[src/rtl/uart_pkg.sv]
// uart_pkg: UART state encoding, oversample ratio and default frame parameters shared by tx and rx
package uart_pkg;
    typedef enum logic [2:0] {IDLE, START, DATA, PARITY, STOP} state_t;
    localparam int OVERSAMPLE = 16;
    localparam int DEF_DATA_BIT = 8;
    localparam int DEF_SB_TICK = 16;
endpackage

[src/rtl/uart_tx_core.sv]
// uart_tx_core: UART transmitter (clk, async rst, s_tick 16x baud tick, tx_start/din request; tx line, tx_ready in idle, tx_done_tick at end of stop)
module uart_tx_core
    import uart_pkg::*;
#(
    parameter int DATA_BIT   = DEF_DATA_BIT,
    parameter int SB_TICK    = DEF_SB_TICK,
    parameter int PARITY_EN  = 0,
    parameter int PARITY_ODD = 0
) (
    input  logic                clk,
    input  logic                rst,
    input  logic                s_tick,
    input  logic                tx_start,
    input  logic [DATA_BIT-1:0] din,
    output logic                tx,
    output logic                tx_ready,
    output logic                tx_done_tick
);
    localparam logic [4:0] TICK_LAST = 5'(OVERSAMPLE - 1);
    localparam logic [4:0] STOP_LAST = 5'(SB_TICK - 1);
    localparam logic [2:0] BIT_LAST  = 3'(DATA_BIT - 1);
    state_t state, state_n;
    logic [4:0] s, s_n;
    logic [2:0] n, n_n;
    logic [DATA_BIT-1:0] b, b_n;
    logic par, par_n, tx_n, done_n;
    always_ff @(posedge clk or posedge rst) begin
        if (rst) begin
            state        <= IDLE;
            s            <= '0;
            n            <= '0;
            b            <= '0;
            par          <= 1'b0;
            tx           <= 1'b1;
            tx_done_tick <= 1'b0;
        end else begin
            state        <= state_n;
            s            <= s_n;
            n            <= n_n;
            b            <= b_n;
            par          <= par_n;
            tx           <= tx_n;
            tx_done_tick <= done_n;
        end
    end
    assign tx_ready = (state == IDLE);
    always_comb begin
        state_n = state;
        s_n     = s;
        n_n     = n;
        b_n     = b;
        par_n   = par;
        done_n  = 1'b0;
        case (state)
            IDLE: if (tx_start) begin
                state_n = START;
                s_n     = '0;
                n_n     = '0;
                b_n     = din;
                par_n   = (PARITY_ODD != 0);
            end
            START: if (s_tick) begin
                s_n     = (s == TICK_LAST) ? 5'd0 : s + 5'd1;
                state_n = (s == TICK_LAST) ? DATA : START;
            end
            DATA: if (s_tick) begin
                s_n = (s == TICK_LAST) ? 5'd0 : s + 5'd1;
                if (s == TICK_LAST) begin
                    // parity accumulates from the latched bits as they leave the shifter
                    b_n   = b >> 1;
                    par_n = par ^ b[0];
                    n_n   = n + 3'd1;
                    if (n == BIT_LAST) state_n = (PARITY_EN != 0) ? PARITY : STOP;
                end
            end
            PARITY: if (s_tick) begin
                s_n     = (s == TICK_LAST) ? 5'd0 : s + 5'd1;
                state_n = (s == TICK_LAST) ? STOP : PARITY;
            end
            STOP: if (s_tick) begin
                s_n     = (s == STOP_LAST) ? 5'd0 : s + 5'd1;
                state_n = (s == STOP_LAST) ? IDLE : STOP;
                done_n  = (s == STOP_LAST);
            end
            default: state_n = IDLE;
        endcase
        // tx is registered: drive the level belonging to the state being entered
        tx_n = (state_n == START) ? 1'b0 :
               (state_n == DATA) ? b_n[0] :
               (state_n == PARITY) ? par_n : 1'b1;
    end
endmodule

[config.mk]
export PLATFORM = sky130hd
export DESIGN_NAME = uart_tx_core
export DESIGN_NICKNAME = d
export VERILOG_FILES = /design/src/rtl/uart_pkg.sv /design/src/rtl/uart_tx_core.sv
export SDC_FILE = /design/constraint.sdc
export NUM_CORES = 1
export LEC_CHECK = 0
export ABC_AREA = 0
export CAP_MARGIN = 10
export CORE_UTILIZATION = 56
export CTS_BUF_LIST = sky130_fd_sc_hd__clkbuf_8
export CTS_CLUSTER_SIZE = 14
export DETAILED_ROUTE_END_ITERATION = 16
export PLACE_DENSITY = 0.81
export REMOVE_ABC_BUFFERS = 1
export SLEW_MARGIN = 10
export SYNTH_ARGS = -nofsm -noshare
export SYNTH_HDL_FRONTEND = slang
export SYNTH_SLANG_ARGS = --single-unit
[constraint.sdc]
create_clock -name clk -period 3.2 [get_ports clk]
set_clock_uncertainty 0.15 [all_clocks]
set_input_delay 0.48 -clock clk [delete_from_list [all_inputs] [get_ports clk]]
set_output_delay 0.48 -clock clk [all_outputs]
set_load 0.05 [all_outputs]
==> run_results.csv <==
group,metric,value,unit
status,status,"completed",
timing,setup_violations,0,
clock_tree,cts_max_path_buffers,2,
logic_synthesis,synth_top_cell_by_area,"dfrtp_1",
clock_tree,htree_levels,1,
global_route,grt_pass1_vias,824,
global_route,grt_util_all_layers,20.3,%
cells_and_area,drive_above_1_share,13.2,%
clock_tree,clk_latency,260,ps
logic_synthesis,syn_inst,110,
cells_and_area,layout.cells.most_common,"dfrtp_1",
die,rows,16,
global_route,gr-total-overflow,0,
global_route,grt_start_max_net_pins,23,
clock_tree,cts_tree,"done",
logic_synthesis,synthArstFlopShare,100,%
critical_path,r2r-end,"b[5]",
timing,fmax,359,MHz
critical_path,end_kind,"output pin",
logic_synthesis,yosys-top-cells-area,"dfrtp_1 43%, mux2_2 5.6%, a22o_1 4.3%",
clock_tree,cts_setup_buffers,0,
route,routedWlPerCell,13.8,um
clock_tree,cts_buffers,3,
logic_synthesis,yosysUniqueCellTypes,43,
clock_tree,cts_root_buf,"clkbuf_8",
die,die_h,48.6,um
placed_design,dpl_cell_area,1340,um^2
timing,fin_crit_sh,87.0,%
cells_and_area,area_growth,15.3,%
hold_path,hold_class,"flop to flop",
critical_path,r2r-start,"s[0]",
cells_and_area,layout_common_cells,"21 x dfrtp_1, 14 x clkdlybuf4s50_1, 10 x inv_1, 9 x nand2_1",
cells_and_area,finish.instance_area,1400,um^2
route,vias,864,
timing,hold_violations,0,
hold_path,min_path_cells,1,
cells_and_area,nNetsFinal,137,
critical_path,rrSetupSlack,930,ps
clock_tree,hold_buffers,0,
timing,tightest_slew,822,ps
timing,maxSlewHeadroom,45.2,%
critical_path,crit_chain,"or3_1 -> inv_1 -> clkdlybuf4s50_1",
power_and_ir_drop,leakage,0.643,nW
logic_synthesis,yosys_warnings,0,
logic_synthesis,ys_ff_latch,22,
critical_path,cpPeakStageDelay,790,ps
critical_path,critical_path_depth,3,
placed_design,post-dp-hpwl,1.46,mm
global_route,antenna_found_initial,0,
critical_path,crit_type,"flop to output pin",
run,cap_viol_max_count,0,
critical_path,cp-endpoint,"tx_ready",
route,wirelength,2.05,mm
critical_path,cp_top_family,"buffers and inverters",
hold_path,min_from,"par",
route,antenna_left,0,
critical_path,cp-start-kind,"flop",
clock_tree,cts_resized,0,
power_and_ir_drop,power_density,645,nW/um^2
critical_path,critPathLaunch,"state[1]",
critical_path,reg2regPathDepth,5,
route,drtIter0Drc,19,
global_route,grt_pass1_wl,3.62,mm
placed_design,gp_congestion,0.849,
cells_and_area,diodes,0,
timing,rsz0062_at_grt,"no",
die,core,2000,um^2
timing,tns,0,ps
critical_path,arrival,2150,ps
logic_synthesis,ys_seq_area_share,45.5,%
placed_design,portBuffers,14,
timing,period_needed,2780,ps
route,vias_per_cell,5.84,
die,start_util,60.6,%
logic_synthesis,synthFlopType,"dfrtp_1",
critical_path,crit_buf_inv,2,
route,dr.pass1.iters,4,
critical_path,cp_max_fo,10,
logic_synthesis,netlist_area,1210,um^2
power_and_ir_drop,irDropWorstVdd,397,uV
critical_path,critPathSlowestCell,"clkdlybuf4s50_1",
route,drc,0,
logic_synthesis,avgSynthCellArea,11.0,um^2
timing,slew_violations,0,
die,pin_count,15,
clock_tree,path_clk_slew,70,ps
clock_tree,cts.sinks,22,
logic_synthesis,synth_edf_count,0,
die,die_x,48.6,um
logic_synthesis,netlist.area_leader.share,43.3,%
critical_path,cp.required,2570,ps
die,dieArea,2360,um^2
[where the power goes]
part	switching [W]	internal (W)	total, W
logic	0.000147	0.000138	0.000285
clock network	0.0000862	0.000110	0.000196
registers	0.0000689	0.000353	0.000422
total	0.000302	0.000600	0.000903
[cell usage after synthesis (3+ instances only)]
cell and number:
nor2_1 3, a22o_1 6, nand2_1 9, buf_2 5, mux2i_1 5, inv_1 10
nand3_1 3, ha_1 3, o21ai_0 4, mux2_2 6, dfrtp_1 21
[flip-flops by register name (all words and copies together) (netlist names)]
register,cells
n,3
par,1
b,8
tx_done_tick,1
tx,1
state,3
s,5
[routing by layer]
metal | part of all wire (%) | track usage [%] | wire length [um]
met5 | 0 | 0 | 0
met4 | 2.3 | 10.8 | 48
met3 | 3.5 | 2.83 | 71
met2 | 47 | 32.9 | 969
met1 | 47 | 26.5 | 959
[worst min-delay path by stage]
stage / to / slack [ps]
finish: par / 330
global placement: n[0] / 320
detailed placement: par / 320
global route: par / 360
CTS: par / 330
floorplan: par / 300
[metrics by stage]
stage | power [W] | util (%) | instances | setup WS, ps | hold slack, ps
6_report | 0.000903 | 69.9 | 148 | 417 | 334
5_1_grt | 0.000965 | 69.9 | 148 | 336 | 361
3_5_place_dp | 0.000713 | 67.1 | 144 | 712 | 319
2_1_floorplan | 0.000633 | - | 103 | 1210 | 301
4_1_cts | 0.000909 | 69.9 | 148 | 419 | 334
3_3_place_gp | 0.000697 | 67.1 | 144 | 745 | 318
[layout make-up]
class | instances | area (um^2)
clock buffers | 4 | 55.1
fillers | 148 | 603
inverters | 10 | 37.5
repair buffers | 14 | 140
well taps | 27 | 33.8
multi-input cells | 71 | 581
flip-flops and latches | 22 | 552
[logic make-up (layout without fill, tap and decap cells)]
group,count (synthesis),count (layout),share of synthesized area (%)
DFF,22,22,45.5
adders and majority gates,3,3,3.09
AOI/OAI and AO/OA,26,26,18.0
and+or+nand+nor,31,31,17.0
muxes,11,11,9.69
buffers and inverters,17,28,6.70
(Power assumes the default switching activity.)
